==> config.mk <==
export PLATFORM = sky130hd
export DESIGN_NAME = pipeline_hazard_ctrl_flat
export DESIGN_NICKNAME = d
export VERILOG_FILES = /design/src/rtl/pipeline_hazard_ctrl_if.sv /design/src/rtl/pipeline_hazard_ctrl.sv /design/src/flat_wrapper.sv
export SDC_FILE = /design/constraint.sdc
export NUM_CORES = 1
export LEC_CHECK = 0
export ABC_AREA = 1
export BUFFER_PORTS_ARGS = -buffer_cell sky130_fd_sc_hd__clkbuf_2
export CAP_MARGIN = 20
export CORE_MARGIN = 2
export CORE_UTILIZATION = 35
export DETAILED_ROUTE_END_ITERATION = 8
export PLACE_DENSITY = 0.59
export SLEW_MARGIN = 20
export SYNTH_ARGS = -nofsm -noshare
export SYNTH_HDL_FRONTEND = slang
export SYNTH_SLANG_ARGS = --single-unit
==> constraint.sdc <==
create_clock -name clk -period 2 [get_ports clk]
set_input_delay 0.2 -clock clk [delete_from_list [all_inputs] [get_ports clk]]
set_output_delay 0.2 -clock clk [all_outputs]
set_load 0.01 [all_outputs]
==> src/rtl/pipeline_hazard_ctrl_if.sv <==
// rtl/pipeline_hazard_ctrl_if.sv - hazard controller bus: pipeline status in, stall/flush controls out
interface pipeline_hazard_ctrl_if #(
  parameter int CNT_W = 16
);
  logic [4:0]       id_rs1;
  logic [4:0]       id_rs2;
  logic [4:0]       ex_rd;
  logic             ex_mem_read;
  logic             ex_branch_taken;
  logic             i_mem_busy;
  logic             d_mem_busy;
  logic             ctx_req;
  logic             cache_swap_done;
  logic             pc_write;
  logic             if_id_en;
  logic             id_ex_en;
  logic             ex_mem_en;
  logic             mem_wb_en;
  logic             if_id_flush;
  logic             id_ex_flush;
  logic             cache_swap_req;
  logic             ctx_ack;
  logic [1:0]       state;
  logic [CNT_W-1:0] stall_cycles;

  // Pipeline / context-switch side: supplies hazard status, consumes controls
  modport master (
    output id_rs1, id_rs2, ex_rd, ex_mem_read, ex_branch_taken,
           i_mem_busy, d_mem_busy, ctx_req, cache_swap_done,
    input  pc_write, if_id_en, id_ex_en, ex_mem_en, mem_wb_en,
           if_id_flush, id_ex_flush, cache_swap_req, ctx_ack, state, stall_cycles
  );

  // Controller side
  modport slave (
    input  id_rs1, id_rs2, ex_rd, ex_mem_read, ex_branch_taken,
           i_mem_busy, d_mem_busy, ctx_req, cache_swap_done,
    output pc_write, if_id_en, id_ex_en, ex_mem_en, mem_wb_en,
           if_id_flush, id_ex_flush, cache_swap_req, ctx_ack, state, stall_cycles
  );
endinterface

==> src/rtl/pipeline_hazard_ctrl.sv <==
// rtl/pipeline_hazard_ctrl.sv - stall/flush sequencer with context-switch drain FSM
module pipeline_hazard_ctrl #(
  parameter int DRAIN_CYCLES = 3,
  parameter int CNT_W        = 16
) (
  input  logic                 clk,
  input  logic                 reset,
  pipeline_hazard_ctrl_if.slave bus
);

  localparam int DW = $clog2(DRAIN_CYCLES + 1);

  typedef enum logic [1:0] {
    ST_RUN    = 2'd0,
    ST_DRAIN  = 2'd1,
    ST_SWAP   = 2'd2,
    ST_RESUME = 2'd3
  } state_t;

  state_t           state_q, state_d;
  logic [DW-1:0]    cnt_q, cnt_d;
  logic             armed_q, armed_d;
  logic [CNT_W-1:0] stall_q, stall_d;

  logic busy;
  logic load_use;
  logic accept;

  logic pc_write, if_id_en, id_ex_en, ex_mem_en, mem_wb_en;
  logic if_id_flush, id_ex_flush, cache_swap_req, ctx_ack;

  assign busy     = bus.i_mem_busy | bus.d_mem_busy;
  assign load_use = bus.ex_mem_read && (bus.ex_rd != 5'd0) &&
                    ((bus.ex_rd == bus.id_rs1) || (bus.ex_rd == bus.id_rs2));
  // A wrong-path branch in EX or a memory freeze would corrupt the drain, so wait them out
  assign accept   = (state_q == ST_RUN) && bus.ctx_req && armed_q && !busy && !bus.ex_branch_taken;

  // Control outputs: priority resolution in RUN/RESUME, fixed patterns while switching
  always_comb begin
    pc_write       = 1'b0;
    if_id_en       = 1'b0;
    id_ex_en       = 1'b0;
    ex_mem_en      = 1'b0;
    mem_wb_en      = 1'b0;
    if_id_flush    = 1'b0;
    id_ex_flush    = 1'b0;
    cache_swap_req = 1'b0;
    ctx_ack        = 1'b0;
    case (state_q)
      ST_RUN, ST_RESUME: begin
        ctx_ack = (state_q == ST_RESUME);
        if (busy) begin
          // everything frozen
        end else if (bus.ex_branch_taken) begin
          {pc_write, if_id_en, id_ex_en, ex_mem_en, mem_wb_en} = 5'b11111;
          if_id_flush = 1'b1;
          id_ex_flush = 1'b1;
        end else if (load_use) begin
          {id_ex_en, ex_mem_en, mem_wb_en} = 3'b111;
          id_ex_flush = 1'b1;
        end else begin
          {pc_write, if_id_en, id_ex_en, ex_mem_en, mem_wb_en} = 5'b11111;
        end
      end
      ST_DRAIN: begin
        // ID holds its instruction; bubbles enter EX while the back end retires
        id_ex_flush = 1'b1;
        if (!bus.d_mem_busy) begin
          ex_mem_en = 1'b1;
          mem_wb_en = 1'b1;
        end
      end
      ST_SWAP: begin
        cache_swap_req = 1'b1;
      end
      default: ;
    endcase
    if (reset) begin
      pc_write       = 1'b0;
      if_id_en       = 1'b0;
      id_ex_en       = 1'b0;
      ex_mem_en      = 1'b0;
      mem_wb_en      = 1'b0;
      if_id_flush    = 1'b1;
      id_ex_flush    = 1'b1;
      cache_swap_req = 1'b0;
      ctx_ack        = 1'b0;
    end
  end

  // Next-state: switch sequencing, drain countdown, re-arm and stall counting
  always_comb begin
    state_d = state_q;
    cnt_d   = cnt_q;
    armed_d = armed_q;
    stall_d = stall_q;
    case (state_q)
      ST_RUN: begin
        if (accept) begin
          state_d = ST_DRAIN;
          cnt_d   = DW'(DRAIN_CYCLES);
        end
      end
      ST_DRAIN: begin
        if (!bus.d_mem_busy) begin
          cnt_d = cnt_q - DW'(1);
          if (cnt_q == DW'(1)) state_d = ST_SWAP;
        end
      end
      ST_SWAP: begin
        if (bus.cache_swap_done) state_d = ST_RESUME;
      end
      ST_RESUME: begin
        state_d = ST_RUN;
        armed_d = 1'b0;
      end
      default: state_d = ST_RUN;
    endcase
    // A request still high after ack must be seen low before another switch
    if (!bus.ctx_req) armed_d = 1'b1;
    if ((state_q == ST_RUN || state_q == ST_RESUME) && !pc_write && (stall_q != {CNT_W{1'b1}}))
      stall_d = stall_q + CNT_W'(1);
  end

  // State registers
  always_ff @(posedge clk or posedge reset) begin
    if (reset) begin
      state_q <= ST_RUN;
      cnt_q   <= '0;
      armed_q <= 1'b1;
      stall_q <= '0;
    end else begin
      state_q <= state_d;
      cnt_q   <= cnt_d;
      armed_q <= armed_d;
      stall_q <= stall_d;
    end
  end

  assign bus.pc_write       = pc_write;
  assign bus.if_id_en       = if_id_en;
  assign bus.id_ex_en       = id_ex_en;
  assign bus.ex_mem_en      = ex_mem_en;
  assign bus.mem_wb_en      = mem_wb_en;
  assign bus.if_id_flush    = if_id_flush;
  assign bus.id_ex_flush    = id_ex_flush;
  assign bus.cache_swap_req = cache_swap_req;
  assign bus.ctx_ack        = ctx_ack;
  assign bus.state          = state_q;
  assign bus.stall_cycles   = stall_q;

endmodule
==> src/flat_wrapper.sv <==
// flat-port wrapper written by rule: the top's interface ports become plain ports
module pipeline_hazard_ctrl_flat 
#(
  parameter int DRAIN_CYCLES = 3,
  parameter int CNT_W        = 16
)
  (clk, reset, bus_id_rs1, bus_id_rs2, bus_ex_rd, bus_ex_mem_read, bus_ex_branch_taken, bus_i_mem_busy, bus_d_mem_busy, bus_ctx_req, bus_cache_swap_done, bus_pc_write, bus_if_id_en, bus_id_ex_en, bus_ex_mem_en, bus_mem_wb_en, bus_if_id_flush, bus_id_ex_flush, bus_cache_swap_req, bus_ctx_ack, bus_state, bus_stall_cycles);
  pipeline_hazard_ctrl_if #(.CNT_W(CNT_W)) bus_i ();
  input  logic clk;
  input  logic reset;
  input wire logic [$bits(bus_i.id_rs1)-1:0] bus_id_rs1;
  input wire logic [$bits(bus_i.id_rs2)-1:0] bus_id_rs2;
  input wire logic [$bits(bus_i.ex_rd)-1:0] bus_ex_rd;
  input wire logic [$bits(bus_i.ex_mem_read)-1:0] bus_ex_mem_read;
  input wire logic [$bits(bus_i.ex_branch_taken)-1:0] bus_ex_branch_taken;
  input wire logic [$bits(bus_i.i_mem_busy)-1:0] bus_i_mem_busy;
  input wire logic [$bits(bus_i.d_mem_busy)-1:0] bus_d_mem_busy;
  input wire logic [$bits(bus_i.ctx_req)-1:0] bus_ctx_req;
  input wire logic [$bits(bus_i.cache_swap_done)-1:0] bus_cache_swap_done;
  output wire logic [$bits(bus_i.pc_write)-1:0] bus_pc_write;
  output wire logic [$bits(bus_i.if_id_en)-1:0] bus_if_id_en;
  output wire logic [$bits(bus_i.id_ex_en)-1:0] bus_id_ex_en;
  output wire logic [$bits(bus_i.ex_mem_en)-1:0] bus_ex_mem_en;
  output wire logic [$bits(bus_i.mem_wb_en)-1:0] bus_mem_wb_en;
  output wire logic [$bits(bus_i.if_id_flush)-1:0] bus_if_id_flush;
  output wire logic [$bits(bus_i.id_ex_flush)-1:0] bus_id_ex_flush;
  output wire logic [$bits(bus_i.cache_swap_req)-1:0] bus_cache_swap_req;
  output wire logic [$bits(bus_i.ctx_ack)-1:0] bus_ctx_ack;
  output wire logic [$bits(bus_i.state)-1:0] bus_state;
  output wire logic [$bits(bus_i.stall_cycles)-1:0] bus_stall_cycles;
  assign bus_i.id_rs1 = bus_id_rs1;
  assign bus_i.id_rs2 = bus_id_rs2;
  assign bus_i.ex_rd = bus_ex_rd;
  assign bus_i.ex_mem_read = bus_ex_mem_read;
  assign bus_i.ex_branch_taken = bus_ex_branch_taken;
  assign bus_i.i_mem_busy = bus_i_mem_busy;
  assign bus_i.d_mem_busy = bus_d_mem_busy;
  assign bus_i.ctx_req = bus_ctx_req;
  assign bus_i.cache_swap_done = bus_cache_swap_done;
  assign bus_pc_write = bus_i.pc_write;
  assign bus_if_id_en = bus_i.if_id_en;
  assign bus_id_ex_en = bus_i.id_ex_en;
  assign bus_ex_mem_en = bus_i.ex_mem_en;
  assign bus_mem_wb_en = bus_i.mem_wb_en;
  assign bus_if_id_flush = bus_i.if_id_flush;
  assign bus_id_ex_flush = bus_i.id_ex_flush;
  assign bus_cache_swap_req = bus_i.cache_swap_req;
  assign bus_ctx_ack = bus_i.ctx_ack;
  assign bus_state = bus_i.state;
  assign bus_stall_cycles = bus_i.stall_cycles;
  pipeline_hazard_ctrl #(.DRAIN_CYCLES(DRAIN_CYCLES), .CNT_W(CNT_W)) u_core (.clk(clk), .reset(reset), .bus(bus_i));
endmodule
======== Yosys cells after proc, flatten, opt, wreduce, memory -nomap -nowiden ========
Cells that the tools add are included.
word-level totals
  flip-flop bits (word level) ............. 21
  input bits .............................. 23
  output and inout port bits .............. 27
operators by class
  add/sub/neg operators ................... 2
  eq/ne operators ......................... 12
  mux-type cells .......................... 34
  bitwise operators ....................... 1
  reductions and logical operators ........ 19
operators by type and width
  operator                                          number
  2-to-1 mux 1 bit                                  24
  adder 16 x 1 -> 16 bit, second input constant     1
  != test 16 bit, second input constant             1
  2-to-1 mux 2 bit                                  6
  == test 5 bit                                     2
  logical AND 1 bit                                 8
  case mux 2 bit (4 select lines)                   1
  != test 2 x 1 -> 1 bit, second input constant     3
  nonzero test 5 bit                                1
  == test 2 x 1 -> 1 bit, second input constant     2
  == test 2 bit, second input constant              2
  != test 2 bit, second input constant              2
  case mux 1 bit (2 select lines)                   2
  case mux 2 bit (2 select lines)                   1
  AND reduction 4 bit                               1
  zero test 1 bit                                   3
  AND reduction 3 bit                               1
  zero test 2 bit                                   1
  logical OR 1 bit                                  2
  nonzero test 2 bit                                1
  OR reduction 2 bit                                1
  subtractor 2 x 1 -> 2 bit, second input constant  1
  OR 1 bit                                          1

======== Longest topological paths before layout ========
Gate-level depths: netlist (run 1).
  depth in word-level cells ............... 11
  gate-level depth with buffers ........... 12

======== Worst setup path before layout (run 1) ========
Ideal clock, no wire load.
  kind .................................... register to output
  start point ............................. register u_core.state_q[0], in the netlist u_core.bus.state[0]
  end point ............................... output port bus_pc_write
  arrival ................................. 1.809 ns
  setup slack ............................. -0.009 ns
  stages on the path, launching flop included .. 10
  path buffers ............................ 2
  path through ............................ dfrtp_1 -> inv_1 -> ha_1 -> inv_1 -> nand2_1 -> nor2_1 -> nand2_2 -> buf_2 -> inv_1 -> buf_4
on the way
  cells in the longest elaborated chain, start to end .. 4
  elaborated cells on any way between the ends .. 5
  classes of those cells .................. eq/ne: 1; mux: 2; reduce/logical: 2
RTL lines
  item                                                     RTL line                     RTL
  start: declaration                                       pipeline_hazard_ctrl.sv:20   state_t state_q, state_d;
  start signal: assignment                                 pipeline_hazard_ctrl.sv:133  state_q <= state_d;
  == test 2 bit / zero test 2 bit (equally long branches)  -
  OR reduction 2 bit *                                     -
  2-to-1 mux 1 bit * (2 in series)                         -
  end: declaration                                         flat_wrapper.sv:20           output wire logic [$bits(bus_i.pc_write)-1:0] bus_pc_write;
Every way passes the cells marked *; elsewhere a longest branch is shown, timed or not.

======== Final worst setup path (run 1) ========
  start point ............................. register u_core.state_q[0], in the netlist u_core.bus.state[0]
  end point ............................... output port bus_id_ex_flush
on the way
  cells in the longest elaborated chain, start to end .. 4
  elaborated cells on any way between the ends .. 6
  classes of those cells .................. eq/ne: 2; mux: 2; reduce/logical: 2
RTL lines
  item                                                     RTL line                    RTL
  == test 2 bit / zero test 2 bit (equally long branches)  pipeline_hazard_ctrl.sv:49  case (state_q)
  OR reduction 2 bit                                       pipeline_hazard_ctrl.sv:49
  case mux 1 bit (2 select lines) *                        pipeline_hazard_ctrl.sv:49
  2-to-1 mux 1 bit *                                       pipeline_hazard_ctrl.sv:78  if (reset) begin
  end: declaration                                         flat_wrapper.sv:26          output wire logic [$bits(bus_i.id_ex_flush)-1:0] bus_id_ex_flush;
Marked as above.

==> run summary, run 1 <==
The final critical path takes up 93.7% of the cycle. The data arrival at the endpoint of the critical path is 1670 ps. The transition time of the tightest slew-check pin works out to 408 ps. The initial core utilization was 36.2%.

The switching component of the power was 0.954 mW. The worst path needs 1870 ps of the cycle, external delays included. The master of the slowest instance on the critical path was dfrtp_1.

Each instance of the synthesized netlist takes up on average 6.75 µm². The share of the Yosys chip area taken by registers is 33.7%. The logs give 15.2% for the total track usage and 45 for the number of design-rule violations left by the first detailed-router iteration.

In the synthesized netlist the async set-or-reset flop fraction comes to 100%. Of all nets on the critical path, the largest fanout is 3. Headroom to the max-slew limit came out at 72.6%.

The total placed instance area is 1860 µm². The die extent in x came out at 70.9 µm. The most common cell in the synthesized netlist is nand2_1. The tools report the count of endpoints failing hold in the final timing report as 0. The area growth from synthesis to layout was 24.7%; the layout filler cell count was 458.

The worst setup path is launched from a register. Combinational logic burns 55.0% of the power. The tools report the global placer's final weighted congestion as 0.832. The logs give 4 for the number of detailed-route iterations in the first pass and 3610 µm for the sum of routed wire length over all layers. The clock-pin transition on the worst setup and hold timing paths is 80 ps, and the largest net degree at the start of global routing is 22. For the count of pins over their slew limit, the log shows 0. The path type of the worst min-delay path was primary input to async pin. The total power divided by cell area was 1040 nW/µm².

Clock tree synthesis selected as its root buffer the cell clkbuf_8. The area of all placed cells without fillers was 1950 µm²; the detailed-route vias per instance was 4.60. For the worst setup path, the data required time is 1800 ps. Sequential cells account for 31.1% of the total power. The number of antenna violations at the first check in global routing was 0. The repair_antennas step left the layout with diodes totalling 0. The most used flip-flop cell after synthesis is dfrtp_1. The final net count is 315, and the number of buffers inserted by port buffering is 49. After detailed routing, the number of remaining DRC violations is 0.

STA classifies the critical path endpoint as an output port. TritonCTS built the clock tree. The total die area was 5020 µm²; the placed wire-length estimate after detailed placement was 2840 µm. The logs give 1,511 for the via count of the first global-routing pass and 0 for the total of warnings raised by yosys. The kind of critical path is register to output port.

The logs give 4320 µm² for the standard cell core area and 24 for the count of standard-cell rows. The run gives 5.32 ps as the largest clock skew in the final design. Highest ir drop seen on vdd: 0.000632 V. The flow ran to the end, and the final reports show no timing, DRC or antenna violations. Number of H-tree branching levels: 1. The netlist uses 23 different library cells.

The analysis attributes to cell leakage a power of 1.11 nW. The register area was 527 µm²; the maximum clock path buffer count was 2. Walking the worst path, the cells encountered are inv_1 -> ha_1 -> inv_2 -> nand2_2 -> o21ai_2 -> nor2_1 -> a21oi_1 -> clkbuf_2.

For the total of endpoints with negative setup slack in the final report, the log shows 0. The detail route stage leaves a number of antenna-violating nets equal to 0. For this run, the share of the core covered by cells in the final layout is 45.1%. The synthesized design contains 21 register bits. For the clock network fraction of design power, the log shows 14.0%. Counting flops with a built-in enable in the synthesized netlist gives 0. In the final timing run, aggregate negative setup slack is 0 ps. Summed over its instances, the top area cell type makes up 32.0% of the synthesized netlist area.

Number of cell instances on the worst register-to-register path: 9. The depth of the critical timing path with buffers and inverters included is 8, and the maximum cell stage delay along the critical path is 360 ps. The final route contains 1,544 vias. The share of final-layout standard cells stronger than drive strength 1 was 23.6%. The combined area of all synthesized cells is 1570 µm², and the hold buffer count at CTS is 0. The floorplan die height works out to 70.9 µm.

At the later pin of the worst-skew pair, clock insertion delay measures 260 ps. Boundary pin count: 50. Count of clock tree sinks: 21. Counting the buffers created by CTS gives 3. The tools report the post-route total power as 2.02 mW.

The instance count of the mapped netlist was 232; the average wire length per cell after detail routing was 10.8 µm. The tools report the post-synthesis net count as 262. Internal power comes to 1.07 mW.

By area the synthesized netlist is led by dfrtp_1 (32%), nand2_1 (18%), nand3_1 (9.0%), inv_1 (8.2%), ha_1 (5.6%). Ranked by instance count, the synthesized netlist is headed by nand2_1 (75), inv_1 (34), nand3_1 (28). Together, buffers and inverters on the worst path number 3. The dominant delay contributor by cell family on the critical path was flip-flops.

Of all cell types, the one taking the most synthesized area is dfrtp_1. The first global-routing pass estimated 6470 µm of wire. Switching part of the total: 47.2%. The number of max-capacitance violations reported is 0, and the upper clock frequency limit is 533 MHz.

After global routing the overflow that remains totals 0. The area of combinational cells with multiple inputs came out at 907 µm².
==> worst register-to-register path, delay by kind of cell, from the launching register on <==
kind / cells / cell delay (ps)
compound gates: 1 / 130
fa+ha+maj: 1 / 220
simple gates: 6 / 730
flops: 1 / 410
buf+inv: 1 / 160
==> flip-flops by register name, indices dropped and copies added, names as in the netlist <==
| signal | count |
|---|---|
| u_core.bus.stall_cycles | 16 |
| u_core.armed_q | 1 |
| u_core.cnt_q | 2 |
| u_core.bus.state | 2 |
==> power by group through the flow <==
stage | clock network [mW] | logic [mW] | registers, mW
floorplan | 0 | 0.744 | 0.665
global placement | 0 | 1.01 | 0.649
detailed placement | 0 | 1.02 | 0.654
CTS | 0.289 | 1.07 | 0.628
global route | 0.304 | 1.29 | 0.646
finish | 0.282 | 1.11 | 0.629
==> stage by stage <==
step	setup WS [ps]	hold WS, ps	cells
detailed placement	158	313	330
finish	125	83.0	336
CTS	41.5	38.2	336
floorplan	74.4	182	232
global route	-11.5	89.3	336
global placement	180	315	330
==> cell families (layout without fill, tap and decap cells) <==
kind of cell / Yosys count / after routing / share of synthesized area [%]
simple gates: 136 / 136 / 36.6
buf+inv: 40 / 92 / 10.7
compound gates: 12 / 12 / 4.48
fa+ha+maj: 7 / 7 / 5.60
flops: 21 / 21 / 33.7
xor+xnor: 16 / 16 / 8.95
==> what timing repair did <==
action | 4_1_cts | 5_1_grt
endpoints found under the setup margin | 3 | 4
buffers inserted | 2 | 0
gates resized for setup | 2 | 6
hold endpoints to repair | 0 | 0
==> cell usage in the layout, fill, tap and decap left out <==
cell / netlist / routed
dfstp_2: 1 / 1
nor2_4: 0 / 1
dfrtp_1: 20 / 20
nor3_1: 4 / 4
buf_4: 2 / 4
o21ai_0: 8 / 7
a21oi_1: 1 / 1
nand2_1: 75 / 74
nand4_1: 4 / 4
nand3_1: 28 / 28
nand2_2: 1 / 1
clkbuf_8: 0 / 3
nand2_8: 0 / 2
o221ai_1: 1 / 1
inv_1: 34 / 33
inv_2: 1 / 2
nor2_1: 22 / 21
clkbuf_2: 0 / 49
nor2_2: 1 / 1
xor2_1: 8 / 8
o21ai_2: 1 / 2
xnor2_1: 8 / 8
ha_1: 7 / 7
a22oi_1: 1 / 1
clkinv_2: 0 / 1
==> layout make-up <==
cell class | instances | area share [%]
multi-input combinational | 171 | 46.5
sequential | 21 | 27.0
timing repair buffer | 53 | 14.1
inverter | 35 | 6.73
tap | 52 | 3.33
clock buffer | 3 | 2.12
clock inverter | 1 | 0.256
==> path summary, 6_finish.rpt <==
check,to,slack [ps],from
max in group asynchronous,u_core.armed_q$_DFFE_PP1P_,1640,reset
min in group clk,u_core.armed_q$_DFFE_PP1P_,80,bus_ctx_req
max,bus_id_ex_flush,130,u_core.bus.state[0]$_DFFE_PP0P_
max reg2reg,u_core.bus.stall_cycles[10]$_DFFE_PP0P_,290,u_core.bus.stall_cycles[0]$_DFFE_PP0P_
min,u_core.bus.stall_cycles[15]$_DFFE_PP0P_,80,reset
min reg2reg,u_core.armed_q$_DFFE_PP1P_,460,u_core.armed_q$_DFFE_PP1P_
==> metal layers <==
| metal | global-route usage, % | part of all wire, % |
|---|---|---|
| met1 | 20.7 | 48 |
| met2 | 26.3 | 47 |
| met3 | 1.85 | 4.2 |
| met4 | 2.52 | 0.64 |
| met5 | 0 | 0 |
No activity file was read; power rests on OpenSTA's default activity.
==> inputs of run 2 (changes only) <==
- ABC_AREA: 1 -> default
- GPL_TIMING_DRIVEN: default -> 0
- PLACE_DENSITY: 0.59 -> 0.6
==> run summary, run 2 <==
The number of buffers added by the clock tree synthesis step was 3 (unchanged); the upper clock frequency limit was 512 MHz (-4.0%). The run gives 1800 ps (about the same) as the worst endpoint required time. For the via count of the first global-routing pass, the log shows 1,260 (-17%). Number of register bits inferred by synthesis: 21 (unchanged). For the number of max-capacitance violations reported, the log shows 0 (unchanged). The maximum clock path buffer count is 2 (unchanged), and the number of antenna violations at the first check in global routing is 0 (unchanged).

The path type of the worst min-delay path was primary input to register. The share of final-layout standard cells stronger than drive strength 1 is 47.3% (+24 points), and the switching component of the power is 1.40 mW (+47%). Commonest register cell after synthesis: dfrtp_1. The die extent in x was 66.3 µm (-6.4%). The number of enable flip-flop cells after synthesis works out to 0 (unchanged). The switching part of the total was 46.0% (-1.1 points).

The total power divided by cell area works out to 1570 nW/µm² (+51%). The tools report the highest ir drop seen on vdd as 0.000728 V (+15%). The cell with the most instances after synthesis was dfrtp_1. The count of pins over their slew limit was 0 (unchanged); the layout filler cell count was 353 (-23%). Largest net degree at the start of global routing: 23 (+4.5%). The run gives 9.1% (-4.9 points) as the clock network fraction of design power. For the clock latency on the worst-skew pair, the log shows 260 ps (about the same). For the via count, the log shows 1,258 (-19%).

The boundary pin count was 50 (unchanged). The total of endpoints with negative setup slack in the final report was 0 (unchanged); the internal power was 1.64 mW (+54%). Remaining design rule violation count: 0 (unchanged).

The share of total power in combinational logic was 61.5% (+6.5 points). The nature of the critical path endpoint was an output port. Of all cell types, the one taking the most synthesized area is dfrtp_1.

The tools report the placed wire-length estimate after detailed placement as 2460 µm (-13%). The count of standard-cell rows is 22 (-8.3%). The clock-pin transition on the worst setup and hold timing paths works out to 70 ps (about the same). From synthesis to final layout, the design area changed by 43.0%.

The combined area of all synthesized cells is 1360 µm² (-13%). Hold buffer count at CTS: 0 (unchanged). The count of distinct cell types in the synthesized netlist is 36 (+57%), and the ratio of final minimum period to clock period is 97.6% (+3.9 points). TritonCTS built the clock tree. Element type at the critical path start: a register. The number of buffers inserted by port buffering was 49 (unchanged); the largest clock skew in the final design was 4.87 ps (-0.444 ps).

Instance count of the mapped netlist: 142 (-39%). The tools report the count of endpoints failing hold in the final timing report as 0 (unchanged). Total die area: 4400 µm² (-12%). The flip-flop count of the largest register after layout came out at 16 (unchanged). Setup repair after global routing could not meet its margin everywhere. The run finished with clean final reports. The normalized max-slew margin is 43.1% (-29 points).

The run gives 15.8% (+0.62 points) as the total track usage. The fraction of synthesized cell area taken by the top area cell type was 36.8% (+4.8 points); the sequential fraction of the synthesis area was 38.7% (+5.1 points). The total congestion overflow is 0 (unchanged), and the number of antenna diodes is 0 (unchanged). The detailed-route vias per instance is 4.93 (+7.4%), and the worst hold slack is 114 ps (+31.3 ps). The proportion of synthesized flip-flops having asynchronous set or reset is 100% (unchanged). The post-synthesis net count is 172 (-34%).

By area the synthesized netlist is led by dfrtp_1 (37%), xor2_1 (9.0%), xnor2_1 (7.1%), ha_1 (6.4%), nor2_1 (3.6%). Leaving out fill and tap cells, the most frequent cells in the layout are clkbuf_2 (47), dfrtp_1 (15), xor2_1 (14), buf_4 (14), nor2_1 (13). The count of clock tree sinks was 21 (unchanged); the shortest clock period the worst path allows after layout was 1950 ps (+78.0 ps).

The critical-path maximum fanout is 5 (+2), and the number of H-tree branching levels is 1 (unchanged). Global-route wire length before repair: 5440 µm (-16%). The run gives 3690 µm² (-15%) as the standard cell core area. In the synthesized netlist, the cells that appear most often are dfrtp_1 (20), xor2_1 (14), nor2_1 (13).

The total negative slack is 0 ps (unchanged). The floorplan die height is 66.3 µm (-6.4%), and the total of warnings raised by yosys is 0 (unchanged). The run gives 0 (unchanged) as the antenna violation net count after detailed routing. For the initial core utilization, the log shows 36.9% (+0.67 points).

The average instance area after synthesis was 9.58 µm² (+42%); the data arrival at the endpoint of the critical path was 1750 ps (+80 ps). Kind of critical path: register to output port. The transition time of the tightest slew-check pin came out at 852 ps (+444 ps).

The final net count is 238 (-24%), and the leakage power is 0.846 nW (-24%). The power share of the sequential group was 29.5% (-1.6 points). For the sum of routed wire length over all layers, the log shows 3490 µm (-3.6%). The number of design-rule violations left by the first detailed-router iteration came out at 28 (-38%). Root cell of the clock tree: clkbuf_8. Leaving out fill and tap cells, the most frequent cell in the layout is clkbuf_2. The run gives 4 (unchanged) as the number of detailed-route iterations in the first pass.

Post-route total power: 3.05 mW (+51%). The average wire length per cell after detail routing was 13.7 µm (+27%). The tools report the global placer's final weighted congestion as 0.743 (-11%).
[run 2: cell types whose count changed in the layout (fill, tap and decap cells not counted), sizes merged, moves of 10 or more]
cell,delta
nand2,-65
inv,-27
nand3,-20
buf,+13
nor2,-10
[run 2: critical path: stages, from the launching register on]
cell	delay [ps]
dfrtp_2	440
inv_2	100
ha_4	240
nor4_4	240
a21boi_2	250
buf_4	130
buf_6	90
[run 2: area by class of cell]
class | instances | area (µm²) | share of cell area (%)
Timing Repair Buffer | 61 | 342 | 17.6
Buffer | 4 | 30.0 | 1.54
Inverter | 8 | 30.0 | 1.54
Clock buffer | 3 | 41.3 | 2.12
Tap cell | 48 | 60.1 | 3.09
Sequential cell | 21 | 533 | 27.4
Clock inverter | 1 | 5.00 | 0.257
Multi-Input combinational cell | 109 | 903 | 46.5
[run 2: repair_timing]
action	4_1_cts	5_1_grt
buffers inserted	2	10
pin swaps	3	2
setup endpoints to repair	21	18
resized for setup	8	15
cloned	0	0
[run 2: per-stage QoR]
step / setup slack, ps / instance area (µm²) / cells / utilization [%]
4_1_cts: -96.4 / 1810 / 245 / 49.0
3_5_place_dp: -289 / 1700 / 239 / 46.1
6_report: 47.1 / 1940 / 255 / 52.7
3_3_place_gp: -212 / 1700 / 239 / 46.1
5_1_grt: -48.5 / 1940 / 255 / 52.7
2_1_floorplan: -13.9 / 1390 / 142 / -
[run 2: final timing paths]
path	slack, ps	cells after the start	startpoint	end
max in group asynchronous	1230	2	reset	u_core.bus.stall_cycles[4]$_DFFE_PP0P_
min in group asynchronous	190	2	reset	u_core.bus.state[0]$_DFFE_PP0P_
max reg2reg	50	6	u_core.bus.stall_cycles[4]$_DFFE_PP0P_	u_core.bus.stall_cycles[1]$_DFFE_PP0P_
min reg2reg	500	2	u_core.armed_q$_DFFE_PP1P_	u_core.armed_q$_DFFE_PP1P_
min	110	2	bus_ctx_req	u_core.armed_q$_DFFE_PP1P_
max	50	6	u_core.bus.state[1]$_DFFE_PP0P_	bus_pc_write
[run 2: layer usage]
layer | global-route usage (%) | up-vias | share of wire, %
li1 | - | 626 | -
met1 | 19.3 | 595 | 45
met2 | 27.3 | 33 | 48
met3 | 3.24 | 4 | 5.5
met4 | 5.61 | 0 | 1.3
met5 | 0 | - | 0
[run 2: cell families (layout without fill, tap and decap cells)]
logic type / count (synthesis) / count (layout) / synth area share, %
fa+ha+maj: 7 / 7 / 6.44
compound gates: 17 / 17 / 9.66
mux: 2 / 2 / 1.66
xor+xnor: 25 / 25 / 16.1
flops: 21 / 21 / 38.7
simple gates: 58 / 58 / 23.0
buf+inv: 12 / 77 / 4.42
[run 2: power by group through the flow]
stage / sequential, mW / combinational (mW) / clock, mW
final: 0.898 / 1.87 / 0.276
after global routing: 0.930 / 2.07 / 0.300
after CTS: 0.899 / 1.60 / 0.290
after detailed placement: 0.900 / 1.47 / 0
after global placement: 0.886 / 1.44 / 0
after floorplan: 0.944 / 0.947 / 0
==> inputs of run 3 (changes only) <==
- CELL_PAD_IN_SITES_DETAIL_PLACEMENT: default -> 1
- CELL_PAD_IN_SITES_GLOBAL_PLACEMENT: default -> 1
- PLACE_DENSITY: 0.6 -> 0.77
==> run summary, run 3 (synthesized netlist as in run 2, its figures left out) <==
Met1 global-route usage: 21.8% (+2.5 points). The library cell used most frequently in the layout, excluding fill and tap cells, is clkbuf_2. The number of H-tree branching levels was 1 (unchanged); the number of max-capacitance violations reported was 0 (unchanged). The placed wire-length estimate after detailed placement is 2840 µm (+15%). The tools report the number of design-rule violations left by the first detailed-router iteration as 43 (+54%). The power share of the sequential group was 27.7% (-1.8 points); the initial core utilization was 36.9% (unchanged). TritonCTS built the clock tree. The flow ran to the end, but the final reports show violations.

The number of instances in the placed design is 239 (unchanged), and the number of antenna diodes is 0 (unchanged). The tools report the via count as 1,340 (+6.5%). The run gives 0 (unchanged) as the hold buffer count at CTS. The floorplan die height was 66.3 µm (unchanged); the average wire length per cell after detail routing was 16.2 µm (+19%).

The internal power was 1.74 mW (+5.8%); the die extent in x was 66.3 µm (unchanged). Transition time of the tightest slew-check pin: 874 ps (+21.5 ps). The tools report the count of standard-cell rows as 22 (unchanged). The layout filler cell count came out at 432 (+22%). The boundary pin count was 50 (unchanged); the sum of routed wire length over all layers was 4240 µm (+22%). The tree is rooted in a clkbuf_8. Kind of critical path: register to register. The tools report the number of detailed-route iterations in the first pass as 4 (unchanged). Remaining design rule violation count: 0 (unchanged). The element type at the critical path start is a register. The global-route wire length before repair was 6180 µm (+14%). The busiest layer in global routing was met2. The worst endpoint required time came out at 2190 ps (+390 ps).

The detailed-route vias per instance works out to 5.13 (+4.1%). Flip-flop count of the largest register after layout: 16 (unchanged). Total track usage: 18.3% (+2.5 points). The clock-pin transition on the worst setup and hold timing paths was 90 ps (+20 ps); the shortest clock period the worst path allows after layout was 2060 ps (+104 ps). For the largest clock skew in the final design, the log shows 11.8 ps (+6.90 ps). The total placed instance area came out at 1700 µm² (unchanged). The total of endpoints with negative setup slack in the final report was 4 (+4). The worst hold slack is 97.8 ps (-16.4 ps), and the critical-path maximum fanout is 5 (unchanged). The largest net degree at the start of global routing was 23 (unchanged); the post-layout worst setup margin was -56.9 ps (-104 ps). Number of antenna violations at the first check in global routing: 0 (unchanged).

The logs give 0 (unchanged) for the total congestion overflow and 4400 µm² (unchanged) for the total die area. The share of total power in combinational logic was 63.2% (+1.7 points). Compared with the post-synthesis result, the final layout area differs by 48.1%. Total power divided by cell area: 1630 nW/µm² (+4.4%). Setup repair after global routing could not meet its margin everywhere.

The number of buffers added by the clock tree synthesis step is 3 (unchanged). The count of clock tree sinks was 21 (unchanged); the ratio of final minimum period to clock period was 103% (+5.2 points). The switching part of the total came out at 47.2% (+1.2 points). Traced cell by cell, the critical path runs through nand4_1 -> nor4_4 -> a2111oi_4 -> a21oi_4 -> buf_6 -> nor4_2 -> xor2_1.

The tools report the switching component of the power as 1.56 mW (+11%). The met2 global-route usage is 32.4% (+5.1 points). The number of buffers inserted by port buffering came out at 49 (unchanged). The antenna violation net count after detailed routing was 0 (unchanged).

The top cell types in the final layout, fill and taps aside, are clkbuf_2 (49), buf_4 (19), xor2_1 (14), dfrtp_1 (13). The logs give 2 (unchanged) for the maximum clock path buffer count and 3.29 mW (+8.1%) for the post-route total power. The global routing met3 resource utilization was 3.75% (+0.51 points). The maximum cell stage delay along the critical path was 460 ps (+20 ps). The worst setup path is captured at a register.

The master of the slowest instance on the critical path was dfrtp_2. The run gives 0 (unchanged) as the count of endpoints failing hold in the final timing report. The highest ir drop seen on vdd is 0.00116 V (+59%), and the via count of the first global-routing pass is 1,304 (+3.5%). The area of all placed cells without fillers was 2010 µm² (+3.6%). The checks that failed: negative setup slack. The data arrival at the endpoint of the critical path was 2250 ps (+500 ps); the global placer's final weighted congestion was 0.776 (+4.4%). Leakage power: 0.895 nW (+5.7%). The path type of the worst min-delay path is primary input to register. The clock network fraction of design power came out at 9.0% (about the same). The tools report the normalized max-slew margin as 41.7% (-1.4 points).

For the standard cell core area, the log shows 3690 µm² (unchanged). The share of final-layout standard cells stronger than drive strength 1 came out at 50.7% (+3.4 points). The count of pins over their slew limit is 0 (unchanged), and the core occupancy in the finished layout is 54.6% (+1.9 points). The final net count was 244 (+2.5%); the upper clock frequency limit was 486 MHz (-5.1%). The tools report the clock latency on the worst-skew pair as 280 ps (+20 ps). The run gives 261 (+2.4%) as the count of non-filler cells in the finished layout.
-- run 3: changes by cell type in the layout (fill, tap and decap cells not counted), sizes merged --
cell    before  now
clkbuf      51   53
buf         17   21
-- run 3: metal layers --
| metal | part of all wire, % | vias up |
|---|---|---|
| met1 | 41 | 655 |
| met3 | 5.9 | 13 |
| met5 | 0 | - |
| li1 | - | 630 |
| met4 | 3.2 | 0 |
| met2 | 50 | 42 |
-- run 3: final timing paths --
kind	from	to	slack, ps	cells after the start
min reg2reg	u_core.armed_q$_DFFE_PP1P_	u_core.armed_q$_DFFE_PP1P_	500	2
max	u_core.bus.stall_cycles[11]$_DFFE_PP0P_	u_core.bus.stall_cycles[14]$_DFFE_PP0P_	-60	7
min in group asynchronous	reset	u_core.bus.stall_cycles[10]$_DFFE_PP0P_	170	2
max in group asynchronous	reset	u_core.bus.state[1]$_DFFE_PP0P_	1230	2
min	bus_ctx_req	u_core.armed_q$_DFFE_PP1P_	100	2
max reg2reg	u_core.bus.stall_cycles[11]$_DFFE_PP0P_	u_core.bus.stall_cycles[14]$_DFFE_PP0P_	-60	7
-- run 3: through the flow --
stage,TNS (ps),setup slack (ps)
2_1_floorplan,-13.9,-13.9
3_3_place_gp,-778,-195
3_5_place_dp,-1030,-210
4_1_cts,-36.4,-36.4
5_1_grt,-1270,-197
6_report,-132,-56.9
-- run 3: final cells by class --
type,instances,area [µm²],area share [%]
clock inverters,1,5.00,0.248
well taps,48,60.1,2.98
plain buffers,4,30.0,1.49
clock buffers,3,41.3,2.05
repair buffers,67,384,19.1
inverters,8,30.0,1.49
multi-input cells,109,928,46.1
flip-flops and latches,21,536,26.6
-- run 3: what timing repair did --
action                     CTS  global route
setup buffers                3            15
gates resized for setup     10            18
setup endpoints to repair   18            19
gates cloned                 0             0
pin swaps                    3            10
-- run 3: power by group through the flow --
stage | Combinational [mW] | Clock (mW) | Sequential, mW
final | 2.08 | 0.298 | 0.914
after global routing | 2.26 | 0.325 | 0.952
after CTS | 1.66 | 0.288 | 0.914
after detailed placement | 1.50 | 0 | 0.915
after global placement | 1.44 | 0 | 0.886
after floorplan | 0.947 | 0 | 0.944
-- run 3: worst max-delay path: cells and delay by family, from the launching register on --
family,cells,cell delay [ps]
compound gates,2,520
xor+xnor,1,230
buf+inv,1,160
flops,1,460
simple gates,3,600
